### config.mk
export PLATFORM = sky130hd
export DESIGN_NAME = maze_solver_flat
export DESIGN_NICKNAME = d
export VERILOG_FILES = /design/src/rtl/maze_solver_if.sv /design/src/rtl/maze_solver.sv /design/src/flat_wrapper.sv
export SDC_FILE = /design/constraint.sdc
export NUM_CORES = 1
export LEC_CHECK = 0
export BUFFER_PORTS_ARGS = -buffer_cell sky130_fd_sc_hd__buf_4
export CAP_MARGIN = 20
export CORE_MARGIN = 2
export CORE_UTILIZATION = 40
export CTS_CLUSTER_SIZE = 28
export DETAILED_ROUTE_END_ITERATION = 6
export GPL_TIMING_DRIVEN = 0
export REMOVE_ABC_BUFFERS = 1
export SYNTH_ARGS = -nofsm -noshare
export SYNTH_HDL_FRONTEND = slang
export SYNTH_SLANG_ARGS = --single-unit
### constraint.sdc
create_clock -name clk -period 4.2 [get_ports clk]
set_input_delay 0.84 -clock clk [delete_from_list [all_inputs] [get_ports clk]]
set_output_delay 0.84 -clock clk [all_outputs]
set_load 0.01 [all_outputs]
### src/rtl/maze_solver_if.sv
//------------------------------------------------------------------------------
// Module : maze_solver_if
// Brief  : Path-cell stream handshake between the maze solver and its consumer
// Rev    : 1.0
//------------------------------------------------------------------------------
`default_nettype none

interface maze_solver_if;
  logic       step_valid;
  logic       step_ready;
  logic [3:0] step_x;
  logic [3:0] step_y;

  modport master (output step_valid, output step_x, output step_y, input step_ready);
  modport slave  (input step_valid, input step_x, input step_y, output step_ready);
endinterface

`default_nettype wire

### src/rtl/maze_solver.sv
//------------------------------------------------------------------------------
// Module : maze_solver
// Brief  : Left-hand wall-follower over a 16x16 maze bitmap, streaming the path
// Rev    : 1.0
//------------------------------------------------------------------------------
`default_nettype none

module maze_solver #(
  parameter int MAZE_W    = 16,
  parameter int MAZE_H    = 16,
  parameter int MAX_STEPS = 1023
) (
  input  wire logic                      clk,
  input  wire logic                      reset,
  input  wire logic                      start,
  input  wire logic [MAZE_W*MAZE_H-1:0]  maze_data,
  input  wire logic [3:0]                goal_x,
  input  wire logic [3:0]                goal_y,
  maze_solver_if.master                  step,
  output logic      [9:0]                step_count,
  output logic                           done,
  output logic                           fail
);

  typedef enum logic [2:0] {
    S_IDLE  = 3'd0,
    S_INIT  = 3'd1,
    S_EMIT  = 3'd2,
    S_PROBE = 3'd3,
    S_DONE  = 3'd4,
    S_FAIL  = 3'd5
  } state_t;

  localparam logic [1:0] c_dir_n = 2'd0;
  localparam logic [1:0] c_dir_e = 2'd1;
  localparam logic [1:0] c_dir_s = 2'd2;
  localparam logic [1:0] c_dir_w = 2'd3;
  localparam logic [3:0] c_x_max = 4'(MAZE_W - 1);
  localparam logic [3:0] c_y_max = 4'(MAZE_H - 1);
  localparam logic [9:0] c_max   = 10'(MAX_STEPS);

  state_t                     r_state;
  state_t                     w_state_next;
  logic [MAZE_W*MAZE_H-1:0]   r_maze;
  logic [3:0]                 r_goal_x;
  logic [3:0]                 r_goal_y;
  logic [3:0]                 r_cur_x;
  logic [3:0]                 r_cur_y;
  logic [1:0]                 r_heading;
  logic [1:0]                 r_probe;
  logic [9:0]                 r_step_count;

  logic [1:0]                 w_cand;
  logic [3:0]                 w_nx;
  logic [3:0]                 w_ny;
  logic                       w_inb;
  logic                       w_open;
  logic                       w_xfer;
  logic                       w_at_goal;
  logic [9:0]                 w_count_inc;

  // Probe offsets {3,0,1,2} for left/straight/right/back reduce to probe-1.
  assign w_cand      = r_heading + r_probe - 2'd1;
  assign w_xfer      = (r_state == S_EMIT) && step.step_ready;
  assign w_at_goal   = (r_cur_x == r_goal_x) && (r_cur_y == r_goal_y);
  assign w_count_inc = r_step_count + 10'd1;

  // Out-of-range neighbours are walls; coordinates never wrap.
  always_comb begin
    w_nx  = r_cur_x;
    w_ny  = r_cur_y;
    w_inb = 1'b0;
    case (w_cand)
      c_dir_n: begin w_inb = (r_cur_y != 4'd0);    w_ny = r_cur_y - 4'd1; end
      c_dir_e: begin w_inb = (r_cur_x != c_x_max); w_nx = r_cur_x + 4'd1; end
      c_dir_s: begin w_inb = (r_cur_y != c_y_max); w_ny = r_cur_y + 4'd1; end
      default: begin w_inb = (r_cur_x != 4'd0);    w_nx = r_cur_x - 4'd1; end
    endcase
    w_open = w_inb && r_maze[{w_ny, w_nx}];
  end

  always_ff @(posedge clk or negedge reset) begin
    if (!reset) r_state <= S_IDLE;
    else        r_state <= w_state_next;
  end

  always_comb begin
    w_state_next = r_state;
    case (r_state)
      S_IDLE:  if (start) w_state_next = S_INIT;
      S_INIT:  begin
        if (!r_maze[0] || !r_maze[{r_goal_y, r_goal_x}]) w_state_next = S_FAIL;
        else                                             w_state_next = S_EMIT;
      end
      S_EMIT:  begin
        if (w_xfer) begin
          if (w_at_goal)                w_state_next = S_DONE;
          else if (w_count_inc == c_max) w_state_next = S_FAIL;
          else                          w_state_next = S_PROBE;
        end
      end
      S_PROBE: begin
        if (w_open)                w_state_next = S_EMIT;
        else if (r_probe == 2'd3)  w_state_next = S_FAIL;
      end
      S_DONE, S_FAIL: if (!start) w_state_next = S_IDLE;
      default: w_state_next = S_IDLE;
    endcase
  end

  always_ff @(posedge clk or negedge reset) begin
    if (!reset) begin
      r_maze       <= '0;
      r_goal_x     <= 4'd0;
      r_goal_y     <= 4'd0;
      r_cur_x      <= 4'd0;
      r_cur_y      <= 4'd0;
      r_heading    <= c_dir_e;
      r_probe      <= 2'd0;
      r_step_count <= 10'd0;
    end else begin
      case (r_state)
        S_IDLE: begin
          if (start) begin
            r_maze       <= maze_data;
            r_goal_x     <= goal_x;
            r_goal_y     <= goal_y;
            r_cur_x      <= 4'd0;
            r_cur_y      <= 4'd0;
            r_heading    <= c_dir_e;
            r_probe      <= 2'd0;
            r_step_count <= 10'd0;
          end
        end
        S_EMIT: begin
          if (w_xfer) begin
            r_step_count <= w_count_inc;
            r_probe      <= 2'd0;
          end
        end
        S_PROBE: begin
          if (w_open) begin
            r_cur_x   <= w_nx;
            r_cur_y   <= w_ny;
            r_heading <= w_cand;
          end else begin
            r_probe   <= r_probe + 2'd1;
          end
        end
        S_DONE, S_FAIL: if (!start) r_step_count <= 10'd0;
        default: ;
      endcase
    end
  end

  assign step.step_valid = (r_state == S_EMIT);
  assign step.step_x     = r_cur_x;
  assign step.step_y     = r_cur_y;
  assign step_count      = r_step_count;
  assign done            = (r_state == S_DONE);
  assign fail            = (r_state == S_FAIL);

endmodule

`default_nettype wire

### src/flat_wrapper.sv
// flat-port wrapper written by rule: the top's interface ports become plain ports
module maze_solver_flat 
#(
  parameter int MAZE_W    = 16,
  parameter int MAZE_H    = 16,
  parameter int MAX_STEPS = 1023
)
  (clk, reset, start, maze_data, goal_x, goal_y, step_count, done, fail, step_step_valid, step_step_x, step_step_y, step_step_ready);
  maze_solver_if step_i ();
  input  wire logic clk;
  input  wire logic reset;
  input  wire logic start;
  input  wire logic [MAZE_W*MAZE_H-1:0] maze_data;
  input  wire logic [3:0] goal_x;
  input  wire logic [3:0] goal_y;
  output logic      [9:0] step_count;
  output logic done;
  output logic fail;
  output wire logic [$bits(step_i.step_valid)-1:0] step_step_valid;
  output wire logic [$bits(step_i.step_x)-1:0] step_step_x;
  output wire logic [$bits(step_i.step_y)-1:0] step_step_y;
  input wire logic [$bits(step_i.step_ready)-1:0] step_step_ready;
  assign step_step_valid = step_i.step_valid;
  assign step_step_x = step_i.step_x;
  assign step_step_y = step_i.step_y;
  assign step_i.step_ready = step_step_ready;
  maze_solver #(.MAZE_W(MAZE_W), .MAZE_H(MAZE_H), .MAX_STEPS(MAX_STEPS)) u_core (.clk(clk), .reset(reset), .start(start), .maze_data(maze_data), .goal_x(goal_x), .goal_y(goal_y), .step(step_i), .step_count(step_count), .done(done), .fail(fail));
endmodule
==> results of run 1 <==
[area by class of cell]
cell class	instances	share of cell area (%)
Timing Repair Buffer	365	15.12
Clock inverter	12	0.7173
Sequential cell	289	34.04
Clock buffer	50	5.045
Tap cell	525	3.087
Inverter	16	0.2999
Multi-Input combinational cell	1363	41.69
[worst min-delay path by stage]
| stage | endpoint | slack, ps |
|---|---|---|
| 6_report | u_core.r_maze[172]$_DFFE_PN0P_ | 390 |
| 5_1_grt | u_core.r_maze[172]$_DFFE_PN0P_ | 460 |
| 4_1_cts | u_core.r_maze[59]$_DFFE_PN0P_ | 410 |
| 3_5_place_dp | u_core.r_maze[150]$_DFFE_PN0P_ | 480 |
| 3_3_place_gp | u_core.r_maze[10]$_DFFE_PN0P_ | 470 |
| 2_1_floorplan | u_core.r_maze[223]$_DFFE_PN0P_ | 450 |
[cells in the mapped netlist (5+ instances only)]
cell / count / area [um2]
nand2_1: 890 / 3341
dfrtp_1: 288 / 7207
mux4_2: 105 / 2365
clkbuf_1: 81 / 304.0
mux2i_1: 53 / 530.5
nand3_1: 39 / 195.2
nor2_1: 38 / 142.6
o21ai_0: 38 / 190.2
buf_2: 18 / 90.09
a21oi_1: 15 / 75.07
inv_1: 15 / 56.30
xor2_1: 13 / 113.9
ha_1: 12 / 150.1
buf_4: 8 / 60.06
nor3_1: 8 / 40.04
and3_1: 7 / 43.79
buf_6: 7 / 78.83
o211ai_1: 7 / 52.55
xnor2_1: 7 / 61.31
a21boi_0: 6 / 45.04
a221oi_1: 6 / 52.55
mux2_2: 6 / 67.56
nand4_1: 6 / 37.54
nor4_1: 6 / 37.54
o22ai_1: 6 / 37.54
o2bb2ai_1: 6 / 52.55
o31ai_1: 5 / 37.54
[metrics by stage]
stage | hold slack, ps | worst slack (ps) | setup TNS, ps
final | 390.6 | -42.87 | -77.57
after global routing | 460.7 | -193.2 | -1930
after CTS | 414.3 | -2.445 | -2.941
after detailed placement | 479.8 | -1144 | -16520
after global placement | 473.5 | -19000 | -4896410
after floorplan | 454.3 | -10720 | -2752040
[worst reg2reg max path, cell delays in order, from the launching register on]
cell	delay (ps)
dfstp_2	550
inv_2	50
ha_4	170
xnor2_4	210
ha_4	220
clkinvlp_4	150
buf_6	150
ha_4	280
nand3_2	80
a2111o_1	480
o211ai_1	150
buf_4	210
nand3_1	100
a21boi_0	300
o311ai_2	170
a41oi_2	210
buf_4	160
o21ai_4	90
nor2_4	200
mux2i_1	230
[flip-flops by register name, summed over array words and instances (netlist names)]
register	cells
u_core.r_maze	256
u_core.r_state	3
u_core.step.step_y	4
u_core.r_goal_x	4
u_core.r_probe	2
u_core.step_count	10
u_core.r_goal_y	4
u_core.r_heading	2
u_core.step.step_x	4
[layer usage]
metal / share of wire (%) / vias up / global-route usage (%)
li1: - / 6619 / -
met2: 48 / 500 / 43.15
met4: 3.0 / 0 / 7.657
met5: 0 / - / 0
met3: 6.2 / 98 / 4.545
met1: 43 / 7061 / 36.49
[kinds of logic after synthesis]
family,Yosys count,synth area share (%)
DFF,289,44.52
AOI/OAI and AO/OA,147,6.431
buffers and inverters,136,3.882
adders and majority gates,14,1.171
muxes,164,18.24
and+or+nand+nor,1014,24.51
xor gates and xnor gates,21,1.248
[timing repair]
action	4_1_cts	5_1_grt
pin swaps	20	26
endpoints found under the hold margin	0	0
resized for setup	56	40
setup endpoints to repair	15	15
hold buffers	0	0
cloned	5	0
setup buffers	26	10
==> metrics.md, run 1 <==
| Metric | Value |
|---|---|
| Fin area | `21280 um2` |
| Root Driver | `clkbuf_16` |
| Unrepaired setup endpoints after global routing | `yes` |
| Most numerous cell on the critical path | `ha_4` |
| FF-to-FF path depth | `19` |
| DP HPWL | `37560 um` |
| Share of cells above drive strength 1 | `29.59%` |
| Crit Path Class | `reg -> reg` |
| CP endpoint | `u_core.r_heading[1]$_DFFE_PN0P_` |
| Critical Path, Cell by Cell | `inv_2 -> ha_4 -> xnor2_4 -> ha_4 -> clkinvlp_4 -> buf_6 -> ha_4 -> nand3_2 -> a2111o_1 -> o211ai_1 -> buf_4 -> nand3_1 -> a21boi_0 -> o311ai_2 -> a41oi_2 -> buf_4 -> o21ai_4 -> nor2_4 -> mux2i_1` |
| YS warnings | `0` |
| Worst endpoint required time | `4660 ps` |
| Failing checks | `negative setup slack` |
| Drt total wl | `55560 um` |
| Vias in the first global route | `14350` |
| #FFs+latches synth | `289` |
| Routability cong. | `0.8652` |
| First DRT Iteration DRCs | `1069` |
| Most common cell after layout, fill and taps aside | `nand2_1` |
| Syn avg cell area | `9.101 um2` |
| Ys flop type | `dfrtp_1` |
| Final ANT Viol Nets | `0` |
| Die span in x | `205.5 um` |
| Pre-Repair DR Iteration Count | `5` |
| Die Ht | `205.5 um` |
| Register-to-Register Setup Slack | `-40 ps` |
| Placed Cells | `2515` |
| Setup crit start | `u_core.r_heading[0]$_DFFE_PN1P_` |
| FF+latch area | `7243 um2` |
| TritonCTS clock tree | `built` |
| CP bufs+invs | `5` |
| Final worst slack | `-42.87 ps` |
| Post-synth EDFFs | `0` |
| Syn Inst Count | `1785` |
| Final Non-Filler Cells | `2620` |
| Top delay family on crit path | `compound AO/OA/AOI/OAI gates` |
| Sequential share of the synthesized area | `44.52%` |
| Capturing element type of the critical path | `flip-flop` |
| All-Layer GR Usage | `26.50%` |
| Final Setup Violations | `4` |
| Core area | `39910 um2` |
| Num CTS Buffers | `36` |
| Most frequent cells in the layout | `888 x nand2_1, 316 x buf_4, 284 x dfrtp_1` |
| Reg clk slew, reported paths | `60 ps` |
| Multi-input logic area | `8871 um2` |
| Crit path largest cell delay | `550 ps` |
| Grt ovf | `0` |
| Row count | `73` |
| Longest Clk Path Bufs | `3` |
| HP Class | `in -> async` |
| Reg2reg end | `u_core.r_heading[1]$_DFFE_PN0P_` |
| Post-layout net count | `2353` |
| FILL cells | `3636` |
| Synth cell types | `73` |
| Largest net degree at the start of global routing | `113` |
| CP Max Fanout | `5` |
| Port-buffer cells | `288` |
| RR Startpoint | `u_core.r_heading[0]$_DFFE_PN1P_` |
| Vias after detailed routing | `14280` |
| Final hold vios | `0` |
| Slew Limit Fails | `0` |
| Via/cell ratio | `5.450` |
| Die area | `42240 um2` |
| CTS sink count | `289` |
| Util after Layout | `53.31%` |
| Fin crit share | `101.0%` |
| Area Growth Syn to Fin | `30.98%` |
| Initial Util | `40.70%` |
| Clk Latency, worst-skew pair | `550 ps` |
| Status | `finished, violations left` |
| Peak Freq | `0.2357 GHz` |
| Critical path depth in cells | `19` |
| Critical Path Start Type | `flip-flop` |
| Min Clock Period, post-route | `4243 ps` |
| Worst slew pin tran | `902.0 ps` |
| Initial antenna violation count | `0` |
| Slowest cell on crit path | `dfstp_2` |
| Cell Area, Synth | `16250 um2` |
| Routed len/inst | `21.20 um` |
| Synth async-reset ratio | `100.0%` |
| Rel. slew slack | `39.87%` |
| Number of remaining DRC errors | `0` |
| Data arrival, critical path | `4700 ps` |
| Final worst clock skew | `18.00 ps` |
| Inserted Diodes | `0` |
| # IOs | `289` |
| DP Area | `19200 um2` |
| Maxcap violations | `0` |
| Wire length of the first global-routing pass | `84690 um` |
| H-tree depth | `2` |
Power of run 1 is left out: the tool's default activity adds up to more than one toggle a clock period on the data nets, which glitch-free logic cannot reach.
==> run 2, diff against run 1 <==
--- a/config.mk
+++ b/config.mk
@@ -5,6 +5,7 @@
 export SDC_FILE = /design/constraint.sdc
 export NUM_CORES = 1
 export LEC_CHECK = 0
+export ABC_AREA = 1
 export BUFFER_PORTS_ARGS = -buffer_cell sky130_fd_sc_hd__buf_4
 export CAP_MARGIN = 20
 export CORE_MARGIN = 2
@@ -12,7 +13,6 @@
 export CTS_CLUSTER_SIZE = 28
 export DETAILED_ROUTE_END_ITERATION = 6
 export GPL_TIMING_DRIVEN = 0
-export REMOVE_ABC_BUFFERS = 1
 export SYNTH_ARGS = -nofsm -noshare
 export SYNTH_HDL_FRONTEND = slang
 export SYNTH_SLANG_ARGS = --single-unit
==> metrics.md, run 2 <==
| Metric | Value |
|---|---|
| YS warnings | `0` |
| Port-buffer cells | `288` |
| Final worst clock skew | `14.80 ps` |
| Core area | `41670 um2` |
| Die area | `43640 um2` |
| Vias after detailed routing | `19460` |
| Status | `finished clean` |
| Syn Inst Count | `2534` |
| Drt total wl | `81970 um` |
| Compound-Gate Fraction of Synth Area | `7.383%` |
| #FFs+latches synth | `289` |
| DP HPWL | `57920 um` |
| Sequential share of the synthesized area | `43.07%` |
| Post-synthesis mux area share | `0%` |
| CP Max Fanout | `10` |
| Worst endpoint required time | `4680 ps` |
| Share of cells above drive strength 1 | `14.89%` |
| Number of remaining DRC errors | `0` |
| Met1 Use GR | `50.09%` |
| DP Area | `19720 um2` |
| Grt peak-use layer | `met2` |
| Grt ovf | `0` |
| Area Growth Syn to Fin | `26.26%` |
| CTS sink count | `289` |
| # hold bufs at CTS | `0` |
| Unrepaired setup endpoints after global routing | `no` |
| Final hold vios | `0` |
| HP Class | `in -> async` |
| Cell Area, Synth | `16790 um2` |
| Largest net degree at the start of global routing | `107` |
| Num CTS Buffers | `34` |
| Row count | `75` |
| Synth cell types | `32` |
| First DRT Iteration DRCs | `2494` |
| Initial antenna violation count | `5` |
| TritonCTS clock tree | `built` |
| PwrDens | `870.4 nW/um2` |
| Largest register FFs | `256` |
| Via/cell ratio | `5.664` |
| Post-synth top area cell | `dfrtp_1` |
| Data arrival, critical path | `4490 ps` |
| Synth top area cells | `dfrtp_1 43%, nand2_1 29%, nand3_1 9.6%` |
| Capturing element type of the critical path | `flip-flop` |
| Post-synthesis xor/xnor area fraction | `1.095%` |
| Min Clock Period, post-route | `4014 ps` |
| Wire length of the first global-routing pass | `119900 um` |
| Vias in the first global route | `18870` |
| Routed len/inst | `23.86 um` |
| Top cell type's share of synthesized area | `42.91%` |
| Met3 usage | `8.491%` |
| Final ANT Viol Nets | `0` |
| Slowest cell on crit path | `dfstp_2` |
| Root Driver | `clkbuf_16` |
| Most frequent cells in the layout | `1294 x nand2_1, 320 x nand3_1, 299 x buf_4` |
| Crit Path Class | `reg -> reg` |
| Pre-Repair DR Iteration Count | `6` |
| Leak | `10.91 nW` |
| # IOs | `289` |
| Most repeated cell in the gate-level netlist after synthesis | `nand2_1` |
| Synth Net Count | `2816` |
| CP bufs+invs | `5` |
| Clk Latency, worst-skew pair | `570 ps` |
| Maxcap violations | `0` |
| Initial Util | `40.31%` |
| Final worst slack | `185.6 ps` |
| Slew Limit Fails | `0` |
| Most common cell after layout, fill and taps aside | `nand2_1` |
| Largest family of logic cells by synthesized area | `simple AND/OR/NAND/NOR gates` |
| Peak Freq | `0.2491 GHz` |
| Most numerous cell on the critical path | `nand2_1` |
| Most flops, register | `u_core.r_maze` |
| Fin area | `21210 um2` |
| VDD IR max | `0.0004466 V` |
| Synth Area in Simple Gates | `41.24%` |
| Adder-Cell Fraction of Synth Area | `1.132%` |
| Rel. slew slack | `15.31%` |
| Fin crit share | `95.58%` |
| Critical Path Start Type | `flip-flop` |
| Ys flop type | `dfrtp_1` |
| Crit path largest cell delay | `510 ps` |
| Syn avg cell area | `6.628 um2` |
| Critical Path, Cell by Cell | `inv_1 -> ha_4 -> inv_2 -> ha_4 -> fa_1 -> nand2_1 -> nand2_1 -> buf_6 -> buf_4 -> nand3_1 -> nand2_1 -> nand2_1 -> nand3_1 -> nand3_1 -> nand3_1 -> nand3_1 -> nand2_1 -> nand2_1 -> nand3_1 -> nand2_2 -> nand2_2 -> buf_6 -> nand2_1 -> o21ai_1` |
| Die span in x | `208.9 um` |
| Top cells by count, synth | `1296 x nand2_1, 323 x nand3_1, 288 x dfrtp_1` |
| Top delay family on crit path | `simple AND/OR/NAND/NOR gates` |
| Die Ht | `208.9 um` |
| Worst slack, placed | `-482.5 ps` |
| Worst slew pin tran | `1270 ps` |
| All-Layer GR Usage | `37.52%` |
| Routability cong. | `1.008` |
| Longest Clk Path Bufs | `3` |
| H-tree depth | `2` |
| Final Setup Violations | `0` |
| Reg clk slew, reported paths | `60 ps` |
| FILL cells | `4238` |
| Post-synth EDFFs | `0` |
| Synth async-reset ratio | `100.0%` |
| Post-layout net count | `3153` |
| GR Util met2 | `56.66%` |
-- run 2: where the power goes --
group | switching (mW) | internal (mW) | leakage, nW | total [mW]
clock network | 1.25 | 1.96 | 0.594 | 3.20
registers | 1.35 | 4.04 | 3.62 | 5.39
logic | 6.93 | 2.93 | 6.69 | 9.86
total | 9.54 | 8.92 | 10.9 | 18.5
-- run 2: cell families after synthesis --
logic type	Yosys count
AOI/OAI and AO/OA	237
adders and majority gates	14
buffers and inverters	250
DFF	289
xor gates and xnor gates	21
and+or+nand+nor	1723
-- run 2: area by class of cell --
class / instances / area, um2 / area share (%)
multi-input combinational: 1995 / 8645 / 40.77
clock buffer: 50 / 1075 / 5.068
buffer: 161 / 784.5 / 3.700
antenna: 3 / 7.507 / 0.03540
sequential: 289 / 7233 / 34.11
tap: 539 / 674.4 / 3.180
inverter: 89 / 334.1 / 1.575
timing repair buffer: 301 / 2326 / 10.97
clock inverter: 9 / 126.4 / 0.5959
-- run 2: final timing paths --
check                                           startpoint                           endpoint  slack [ps]  cells past startpoint
setup reg to reg           u_core.r_heading[0]$_DFFE_PN1P_  u_core.step.step_x[3]$_DFFE_PN0P_         190                     24
hold reg to reg              u_core.r_maze[66]$_DFFE_PN0P_      u_core.r_maze[66]$_DFFE_PN0P_         500                      2
min in group clk                            maze_data[230]     u_core.r_maze[230]$_DFFE_PN0P_         470                      3
max in group asynchronous                            reset     u_core.r_maze[129]$_DFFE_PN0P_        2960                      2
hold / removal                                       reset     u_core.r_maze[187]$_DFFE_PN0P_         240                      1
setup / recovery           u_core.r_heading[0]$_DFFE_PN1P_  u_core.step.step_x[3]$_DFFE_PN0P_         190                     24
-- run 2: through the flow --
| stage | hold WS, ps | instances | utilization, % | setup TNS (ps) | total power, mW |
|---|---|---|---|---|---|
| final | 244.7 | 3436 | 50.89 | 0 | 18.46 |
| after global routing | 311.7 | 3433 | 50.88 | 0 | 19.49 |
| after CTS | 292.2 | 3425 | 50.41 | 0 | 17.89 |
| after detailed placement | 482.1 | 3365 | 47.33 | -6291 | 14.57 |
| after global placement | 480.2 | 3361 | 47.12 | -69810 | 14.44 |
| after floorplan | 458.6 | 2534 | - | 0 | 10.48 |
-- run 2: per-layer routing --
layer | wire length [um] | share of wire [%]
met1 | 33330 | 41
met2 | 34790 | 42
met3 | 8907 | 11
met4 | 4893 | 6.0
met5 | 49 | 0.060
-- run 2: timing repair --
action	in CTS	in global routing
pin swaps	1	2
setup endpoints to repair	15	15
setup buffers	1	7
gates resized for setup	27	26
-- run 2: worst reg2reg max path: stages (launching register included) --
cell	delay (ps)
dfstp_2	510
inv_1	70
ha_4	320
inv_2	90
ha_4	180
fa_1	500
nand2_1	80
nand2_1	130
buf_6	190
buf_4	270
nand3_1	130
nand2_1	110
nand2_1	50
nand3_1	80
nand3_1	160
nand3_1	170
nand3_1	80
nand2_1	110
nand2_1	80
nand3_1	140
nand2_2	100
nand2_2	90
buf_6	130
nand2_1	60
o21ai_1	100
(Power assumes the default switching activity.)
